File: src/rtl/shift_add_multiplier_pkg.sv
// Shared types and helpers for the iterative shift-and-add multiplier.
// Holds the FSM state encoding and the iteration-counter width rule.
package mul_pkg;

  typedef enum logic [1:0] {IDLE, RUN, DONE} mul_state_t;

  // A counter that must hold WIDTH-1 needs at least one bit.
  function automatic int cnt_width(input int w);
    return (w < 2) ? 1 : $clog2(w);
  endfunction

endpackage

File: src/rtl/shift_add_multiplier_if.sv
// Operand/product valid-ready bundle between an upstream producer,
// the multiplier (slave) and the product consumer.
interface shift_add_multiplier_if #(
  parameter int WIDTH = 8
);

  logic                 in_valid;
  logic                 in_ready;
  logic [WIDTH-1:0]     a;
  logic [WIDTH-1:0]     b;
  logic                 out_valid;
  logic                 out_ready;
  logic [2*WIDTH-1:0]   product;
  logic                 busy;

  modport master (
    output in_valid, a, b, out_ready,
    input  in_ready, out_valid, product, busy
  );

  modport slave (
    input  in_valid, a, b, out_ready,
    output in_ready, out_valid, product, busy
  );

endinterface

File: src/rtl/shift_add_multiplier_adder.sv
// Catalog adder element: WIDTH-bit ripple add with carry in and carry out.
module catalog_adder #(
  parameter int WIDTH = 8
) (
  input  logic [WIDTH-1:0] a,
  input  logic [WIDTH-1:0] b,
  input  logic             cin,
  output logic [WIDTH-1:0] sum,
  output logic             cout
);

  assign {cout, sum} = {1'b0, a} + {1'b0, b} + {{WIDTH{1'b0}}, cin};

endmodule

File: src/rtl/shift_add_multiplier_fsm.sv
// Control for the multiplier: state register, iteration counter,
// registered handshake outputs and datapath strobes.
module mul_fsm
  import mul_pkg::*;
#(
  parameter int WIDTH = 8
) (
  input  logic clk,
  input  logic rst,
  input  logic in_valid,
  input  logic out_ready,
  output logic in_ready,
  output logic out_valid,
  output logic busy,
  output logic load,
  output logic step,
  output logic finish
);

  localparam int CW = cnt_width(WIDTH);

  mul_state_t    state_q, state_d;
  logic [CW-1:0] cnt_q, cnt_d;
  logic          in_ready_q, in_ready_d;
  logic          out_valid_q, out_valid_d;
  logic          busy_q, busy_d;

  assign load   = (state_q == IDLE) && in_valid;
  assign step   = (state_q == RUN);
  assign finish = step && (cnt_q == '0);

  always_comb begin
    state_d = state_q;
    cnt_d   = cnt_q;
    case (state_q)
      IDLE: begin
        if (in_valid) begin
          state_d = RUN;
          cnt_d   = CW'(WIDTH - 1);
        end
      end
      RUN: begin
        if (cnt_q == '0) state_d = DONE;
        else             cnt_d   = cnt_q - 1'b1;
      end
      DONE: begin
        if (out_ready) state_d = IDLE;
      end
      default: state_d = IDLE;
    endcase
    // Outputs are registered from the next state, so in_ready never sees out_ready combinationally.
    in_ready_d  = (state_d == IDLE);
    out_valid_d = (state_d == DONE);
    busy_d      = (state_d != IDLE);
  end

  always_ff @(posedge clk or posedge rst) begin
    if (rst) begin
      state_q     <= IDLE;
      cnt_q       <= '0;
      in_ready_q  <= 1'b1;
      out_valid_q <= 1'b0;
      busy_q      <= 1'b0;
    end else begin
      state_q     <= state_d;
      cnt_q       <= cnt_d;
      in_ready_q  <= in_ready_d;
      out_valid_q <= out_valid_d;
      busy_q      <= busy_d;
    end
  end

  assign in_ready  = in_ready_q;
  assign out_valid = out_valid_q;
  assign busy      = busy_q;

endmodule

File: src/rtl/shift_add_multiplier.sv
// Unsigned iterative multiplier: one conditional add and right shift per
// cycle over exactly WIDTH cycles, with valid/ready on both sides.
module shift_add_multiplier
  import mul_pkg::*;
#(
  parameter int WIDTH = 8
) (
  input  logic                  clk,
  input  logic                  rst,
  shift_add_multiplier_if.slave bus
);

  logic [WIDTH-1:0]   mcand_q, mcand_d;
  logic [WIDTH-1:0]   acc_hi_q, acc_hi_d;
  logic [WIDTH-1:0]   acc_lo_q, acc_lo_d;
  logic [2*WIDTH-1:0] product_q, product_d;

  logic               load;
  logic               step;
  logic               finish;
  logic [WIDTH-1:0]   addend;
  logic [WIDTH-1:0]   sum;
  logic               carry;
  logic [2*WIDTH-1:0] shifted;

  mul_fsm #(.WIDTH(WIDTH)) u_fsm (
    .clk       (clk),
    .rst       (rst),
    .in_valid  (bus.in_valid),
    .out_ready (bus.out_ready),
    .in_ready  (bus.in_ready),
    .out_valid (bus.out_valid),
    .busy      (bus.busy),
    .load      (load),
    .step      (step),
    .finish    (finish)
  );

  assign addend = acc_lo_q[0] ? mcand_q : '0;

  catalog_adder #(.WIDTH(WIDTH)) u_adder (
    .a    (acc_hi_q),
    .b    (addend),
    .cin  (1'b0),
    .sum  (sum),
    .cout (carry)
  );

  // The adder carry becomes the new MSB, so no partial-product bit is lost.
  assign shifted = {carry, sum, acc_lo_q[WIDTH-1:1]};

  always_comb begin
    mcand_d   = mcand_q;
    acc_hi_d  = acc_hi_q;
    acc_lo_d  = acc_lo_q;
    product_d = product_q;
    if (load) begin
      mcand_d  = bus.a;
      acc_hi_d = '0;
      acc_lo_d = bus.b;
    end else if (step) begin
      {acc_hi_d, acc_lo_d} = shifted;
      if (finish) product_d = shifted;
    end
  end

  always_ff @(posedge clk or posedge rst) begin
    if (rst) begin
      mcand_q   <= '0;
      acc_hi_q  <= '0;
      acc_lo_q  <= '0;
      product_q <= '0;
    end else begin
      mcand_q   <= mcand_d;
      acc_hi_q  <= acc_hi_d;
      acc_lo_q  <= acc_lo_d;
      product_q <= product_d;
    end
  end

  assign bus.product = product_q;

endmodule
File: src/flat_wrapper.sv
// flat-port wrapper written by rule: the top's interface ports become plain ports
module shift_add_multiplier_flat import mul_pkg::*;
#(
  parameter int WIDTH = 8
)
  (clk, rst, bus_in_valid, bus_a, bus_b, bus_out_ready, bus_in_ready, bus_out_valid, bus_product, bus_busy);
  shift_add_multiplier_if #(.WIDTH(WIDTH)) bus_i ();
  input  logic clk;
  input  logic rst;
  input wire logic [$bits(bus_i.in_valid)-1:0] bus_in_valid;
  input wire logic [$bits(bus_i.a)-1:0] bus_a;
  input wire logic [$bits(bus_i.b)-1:0] bus_b;
  input wire logic [$bits(bus_i.out_ready)-1:0] bus_out_ready;
  output wire logic [$bits(bus_i.in_ready)-1:0] bus_in_ready;
  output wire logic [$bits(bus_i.out_valid)-1:0] bus_out_valid;
  output wire logic [$bits(bus_i.product)-1:0] bus_product;
  output wire logic [$bits(bus_i.busy)-1:0] bus_busy;
  assign bus_i.in_valid = bus_in_valid;
  assign bus_i.a = bus_a;
  assign bus_i.b = bus_b;
  assign bus_i.out_ready = bus_out_ready;
  assign bus_in_ready = bus_i.in_ready;
  assign bus_out_valid = bus_i.out_valid;
  assign bus_product = bus_i.product;
  assign bus_busy = bus_i.busy;
  shift_add_multiplier #(.WIDTH(WIDTH)) u_core (.clk(clk), .rst(rst), .bus(bus_i));
endmodule
File: config.mk
export PLATFORM = sky130hd
export DESIGN_NAME = shift_add_multiplier_flat
export DESIGN_NICKNAME = d
export VERILOG_FILES = /design/src/rtl/shift_add_multiplier_pkg.sv /design/src/rtl/shift_add_multiplier_if.sv /design/src/rtl/shift_add_multiplier_adder.sv /design/src/rtl/shift_add_multiplier_fsm.sv /design/src/rtl/shift_add_multiplier.sv /design/src/flat_wrapper.sv
export SDC_FILE = /design/constraint.sdc
export NUM_CORES = 1
export LEC_CHECK = 0
export ABC_AREA = 1
export CORE_UTILIZATION = 40
export DETAILED_ROUTE_END_ITERATION = 7
export PLACE_DENSITY = 0.65
export REMOVE_ABC_BUFFERS = 1
export SLEW_MARGIN = 10
export SYNTH_ARGS = -nofsm -noshare
export SYNTH_HDL_FRONTEND = slang
export SYNTH_SLANG_ARGS = --single-unit
File: constraint.sdc
create_clock -name clk -period 1.8 [get_ports clk]
set_clock_uncertainty 0.1 [all_clocks]
set_input_delay 0.54 -clock clk [delete_from_list [all_inputs] [get_ports clk]]
set_output_delay 0.54 -clock clk [all_outputs]
set_load 0.03 [all_outputs]
==> results.yml, run 1 <==
run:
  maxCapViolCount: 0
placed_design:
  pre_cts_ws_ps: -98.77
  portBuffers: 38
  placed_cell_area_um2: 2865
  place_inst: 395
  dp_hpwl_um: 3433
  place_congestion: 0.8696
hold_path:
  hold_path.class: "reg -> reg"
finish:
  postLayoutCellArea_um2: 3222
  diodes: 0
  synthToLayoutAreaGrowth_pct: 39.49
  nFillCells: 498
  layout_common_cells: "nand2_1, dfrtp_1, inv_1, clkdlybuf4s50_1, dlygate4sd2_1"
  final_common_cell: "nand2_1"
  drive_above_1_share: 0.2432
  final_cells: 405
  nNetsFinal: 363
drt:
  drc_errors: 0
  routedWlPerCell_um: 12.09
  via_per_inst: 4.763
  vias: 1929
  drtIter0Drc: 148
  drt-total-wl_um: 4895
  dr.pass1.iters: 4
  detail-route-antenna-nets: 0
setup_path:
  crit_required_ps: 1900
  critPathMaxFanout: 3
  worstPathArrival_ps: 1880
  start_kind: "flop"
  crit_type: "reg -> reg"
  cp-end-kind: "flop"
synthesis:
  syn_avg_cell_area_um2: 8.369
  syn-instance-count: 276
  synthDistinctLibCells: 28
  yosys_warnings: 0
  ys_seq_area_frac: 0.5206
  syn-cell-area_um2: 2310
  ys_seq_elements: 48
global_routing:
  grt.total_usage: 0.1673
  antenna_found_initial: 0
  grt_overflow: 0
  grt_pass1_vias: 1853
  grt_max_degree: 49
  grt_pass1_wl_um: 8079
pwr:
  seqPwrFrac: 0.347
  p_leak_nw: 1.690
  switching_power_mw: 2.136
  swShare: 0.4180
  pwr-share-comb: 0.497
  peakVddDrop_mv: 0.5420
  power_density_nw_per_um2: 1586
  total_power_mw: 5.111
  clkPwrFrac: 0.156
  intPower_mw: 2.975
timing:
  worst_slew_pin_slew_ps: 309.7
  min_period_ps: 1774
  rsz0062_at_grt: "true"
  hold_viol: 0
  max_slew_margin: 0.7917
  tns_ps: 0
  fin_ws_ps: 26.24
  final-max-slew-violation-count: 0
  setup_viol: 0
  fmax_ghz: 0.5638
  fin_crit_sh: 0.9854
clock_network:
  clk_pin_slew_ps: 90
  cts.root.buffer_cell: "clkbuf_8"
  cts_tree: "built"
  cts.sinks: 48
  htree_levels: 2
  clk_latency_ps: 310
  cts_made_buffers: 5
  clk_path_buf_depth: 2
die:
  core_area_um2: 5540
  io_pins: 39
  rows: 27
  die_h_um: 77.99
  start_util: 0.4169
  dieArea_um2: 6082
  fp.dieW_um: 77.99
status:
  status: "completed"
==> path summary, 6_finish.rpt <==
check,start,to,slack (ps),cells after the start
worst max-delay path,u_core.acc_lo_q[0]$_DFFE_PP0P_,u_core.acc_hi_q[3]$_DFFE_PP0P_,30,9
worst min-delay path,u_core.bus.product[15]$_DFFE_PP0P_,u_core.bus.product[15]$_DFFE_PP0P_,380,2
worst max register to register,u_core.acc_lo_q[0]$_DFFE_PP0P_,u_core.acc_hi_q[3]$_DFFE_PP0P_,30,9
worst min register to register,u_core.bus.product[15]$_DFFE_PP0P_,u_core.bus.product[15]$_DFFE_PP0P_,380,2
max in group asynchronous,rst,u_core.u_fsm.in_ready$_DFF_PP1_,850,3
min in group asynchronous,rst,u_core.u_fsm.out_valid$_DFF_PP0_,480,3
==> sequential cells by signal, indices dropped and copies added, names as in the netlist <==
| signal | count |
|---|---|
| u_core.u_fsm.busy | 1 |
| u_core.bus.product | 16 |
| u_core.u_fsm.state_q | 2 |
| u_core.u_fsm.cnt_q | 3 |
| u_core.acc_hi_q | 8 |
| u_core.u_fsm.in_ready | 1 |
| u_core.acc_lo_q | 8 |
| u_core.mcand_q | 8 |
| u_core.u_fsm.out_valid | 1 |
==> synth_stat cells <==
library cell	instances	area, µm²
a21o_1	1	7.510
a21oi_1	5	25.02
buf_4	2	15.01
buf_6	1	11.26
clkbuf_1	3	11.26
dfrtp_1	47	1176
dfstp_2	1	26.28
fa_1	1	20.02
ha_1	10	125.1
inv_1	36	135.1
inv_2	4	15.01
nand2_1	106	397.9
nand2_2	1	6.260
nand3_1	18	90.09
nand3b_1	1	7.510
nand4_1	1	6.260
nor2_1	7	26.28
nor2_2	2	12.51
nor2_4	1	11.26
o211ai_1	1	7.510
o21a_1	1	7.510
o21ai_0	10	50.05
o21ai_1	3	15.01
o221ai_1	7	61.31
o31ai_1	2	15.01
or2_0	1	6.260
or2_2	2	12.51
xnor2_1	1	8.760
==> metal layers <==
| metal | GRT usage | vias up | share of wire |
|---|---|---|---|
| met1 | 0.2262 | 897 | 0.48 |
| li1 | - | 983 | - |
| met5 | 0 | - | 0 |
| met4 | 0.05556 | 0 | 0.012 |
| met2 | 0.2699 | 42 | 0.48 |
| met3 | 0.03176 | 7 | 0.033 |
==> layout make-up <==
type | instances | area, µm² | area share
tap | 72 | 90.09 | 0.02796
sequential | 48 | 1202 | 0.3732
timing repair buffer | 55 | 510.5 | 0.1584
multi-input combinational | 182 | 1150 | 0.3569
inverter | 40 | 152.6 | 0.04738
clock buffer | 5 | 68.82 | 0.02136
clock inverter | 3 | 47.55 | 0.01476
==> power by group through the flow <==
stage	sequential, mW	clock (mW)	combinational, mW
after global routing	1.82	0.847	2.81
after global placement	1.75	0	2.28
final	1.77	0.798	2.54
after detailed placement	1.77	0	2.31
after floorplan	2.08	0	1.10
after CTS	1.75	0.817	2.28
==> critical path, cell delays in order (launching register included) <==
cell	delay [ps]
dfrtp_1	410
nand2_1	80
inv_2	50
ha_4	150
fa_2	360
nand2_2	90
nand3_2	80
or2_4	250
nand3_2	60
nand2_1	50
==> metrics by stage <==
| step | utilization | hold slack (ps) |
|---|---|---|
| CTS | 0.5458 | 383.8 |
| finish | 0.5815 | 378.1 |
| detailed placement | 0.5172 | 361.0 |
| floorplan | - | 341.7 |
| global route | 0.5815 | 392.9 |
| global placement | 0.5172 | 359.6 |
==> cells by family (layout without fill, tap and decap cells) <==
family          Yosys count  after routing  synth area share
simple gates            140            140            0.2497
buf+inv                  46            103           0.08125
xor+xnor                  1              1          0.003793
flops                    48             48            0.5206
compound gates           30             30           0.08180
fa+ha+maj                11             11           0.06284
==> timing repair <==
action                                  CTS  global route
setup buffers                             0             2
endpoints found under the setup margin   30            15
hold buffers                              0             0
pin swaps                                 6            26
resized for setup                        30            45
No activity file was read; power rests on OpenSTA's default activity.
==> run 2, diff against run 1 <==
Settings changed: CORE_ASPECT_RATIO set to 0.5.
==> results.yml, run 2 (same netlist as run 1, synthesis figures left out) <==
setup_path:
  path_delay_family: "simple AND/OR/NAND/NOR gates"
  path_buf_inv: 2
  path_common_cell: "nand2_1"
  critPathMaxFanout: 7
  crit_path_top_delay_cell: "dfrtp_1"
  reg2reg_depth: 9
  cp-end-kind: "flop"
  cp-startpoint: "u_core.acc_lo_q[0]$_DFFE_PP0P_"
  crit_required_ps: 1880
  rrSetupSlack_ps: 30
  path_cells: "buf_6, nand2_1, inv_2, fa_2, nand2_1, nand3_2, or2_4, nand3_2, nand2_1"
  crit_type: "reg -> reg"
  worstPathArrival_ps: 1850
  start_kind: "flop"
  timing.rr.end: "u_core.acc_hi_q[3]$_DFFE_PP0P_"
  max_stage_delay_ps: 400
  rr_startpoint: "u_core.acc_lo_q[0]$_DFFE_PP0P_"
placed_design:
  place_inst: 399
  placed_cell_area_um2: 2889
  place_congestion: 0.8707
  dp_hpwl_um: 3780
  portBuffers: 38
finish:
  final_cells: 410
  register_area_um2: 1202
  largest_reg_flops: 16
  postLayoutCellArea_um2: 3224
  synthToLayoutAreaGrowth_pct: 39.60
  nFillCells: 480
  drive_above_1_share: 0.2136
  final_common_cell: "nand2_1"
  diodes: 0
  layout_common_cells: "nand2_1, dfrtp_1, inv_1, clkdlybuf4s50_1, buf_4"
  multi_input_area_um2: 1070
  nNetsFinal: 367
status:
  status: "completed"
pwr:
  power_density_nw_per_um2: 1655
  p_leak_nw: 1.707
  peakVddDrop_mv: 0.6662
clock_network:
  cts.sinks: 48
  cts_made_buffers: 5
  clk_latency_ps: 290
  htree_levels: 2
  cts.root.buffer_cell: "clkbuf_16"
  clk_path_buf_depth: 2
  cts_tree: "built"
  clk_pin_slew_ps: 70
timing:
  hold_viol: 0
  tns_ps: 0
  setup_viol: 0
  max_slew_margin: 0.7732
  final-max-slew-violation-count: 0
  fmax_ghz: 0.5653
  fin_hold_ws_ps: 372.6
  rsz0062_at_grt: "true"
  fin_crit_sh: 0.9828
  worst_slew_pin_slew_ps: 339.7
  min_period_ps: 1769
run:
  maxCapViolCount: 0
drt:
  wl_met3_um: 194
  routedWlPerCell_um: 13.06
  detail-route-antenna-nets: 0
  dr.pass1.iters: 5
  top_layer: "met4"
  wl_met1_um: 2508
  vias: 1975
  drt-total-wl_um: 5354
  drc_errors: 0
  drtIter0Drc: 58
  via_per_inst: 4.817
  dr_wl_met2_um: 2614
die:
  start_util: 0.4188
  fp.dieW_um: 109.5
  die_h_um: 55.73
  core_area_um2: 5515
  rows: 19
  dieArea_um2: 6100
  io_pins: 39
global_routing:
  antenna_found_initial: 0
  grt_pass1_vias: 2019
  grt_overflow: 0
  grt_pass1_wl_um: 9094
  grt.total_usage: 0.1933
  grt_max_degree: 25
hold_path:
  min_path_cells: 2
  holdPathEnd: "u_core.bus.product[10]$_DFFE_PP0P_"
  hp-start: "u_core.bus.product[10]$_DFFE_PP0P_"
  hold_path.class: "reg -> reg"
run 2: cell types whose count changed in the layout (fill, tap and decap cells not counted), moves of 3 or more:
cell / previous run / this run
buf_4: 13 / 19
clkbuf_16: 0 / 5
nand2_4: 3 / 0
clkbuf_8: 5 / 1
nand3_1: 9 / 12
nand2_2: 12 / 8
nand2_1: 92 / 99
run 2: repair_timing:
action / in CTS / in global routing
buffers inserted: 1 / 2
hold buffers: 0 / 0
endpoints found under the setup margin: 30 / 14
gates cloned: 0 / 0
gates resized for setup: 25 / 27
pin swaps: 2 / 13
run 2: layout make-up:
class,instances,area share
well taps,73,0.02833
flip-flops and latches,48,0.3729
clock inverters,2,0.01203
clock buffers,6,0.04307
inverters,40,0.04657
multi-input cells,182,0.3318
repair buffers,59,0.1653
run 2: power breakdown:
group	internal (mW)	switching [mW]	leakage, nW	total, mW
combinational	0.985	1.47	1.01	2.46
clock	0.696	0.414	0.0871	1.11
sequential	1.53	0.241	0.613	1.77
run 2: per-stage QoR:
| stage | utilization | setup slack [ps] | total power [mW] |
|---|---|---|---|
| global placement | 0.5238 | -52.89 | 4.037 |
| CTS | 0.5603 | 5.843 | 5.195 |
| detailed placement | 0.5238 | -116.1 | 4.101 |
| floorplan | - | -122.3 | 3.180 |
| global route | 0.5846 | -60.25 | 5.749 |
| finish | 0.5846 | 30.89 | 5.337 |
run 2: worst max-delay path by stage:
stage | cells past startpoint | endpoint | slack, ps
after floorplan | 9 | u_core.bus.product[11]$_DFFE_PP0P_ | -120
after CTS | 9 | u_core.bus.product[13]$_DFFE_PP0P_ | 6
final | 9 | u_core.acc_hi_q[3]$_DFFE_PP0P_ | 30
after global placement | 6 | u_core.acc_lo_q[0]$_DFFE_PP0P_ | -50
after global routing | 9 | u_core.acc_hi_q[3]$_DFFE_PP0P_ | -60
after detailed placement | 6 | u_core.acc_lo_q[0]$_DFFE_PP0P_ | -120
run 2: worst reg2reg max path: stages (launching register included):
cell     delay (ps)
dfrtp_1         400
buf_6           140
nand2_1          60
inv_2            60
fa_2            370
nand2_1          90
nand3_2          90
or2_4           250
nand3_2          60
nand2_1          50
run 2: per-layer routing:
layer | GRT usage | vias up
li1 | - | 990
met1 | 0.2538 | 943
met2 | 0.3297 | 37
met3 | 0.03864 | 5
met4 | 0.04571 | 0
met5 | 0 | -
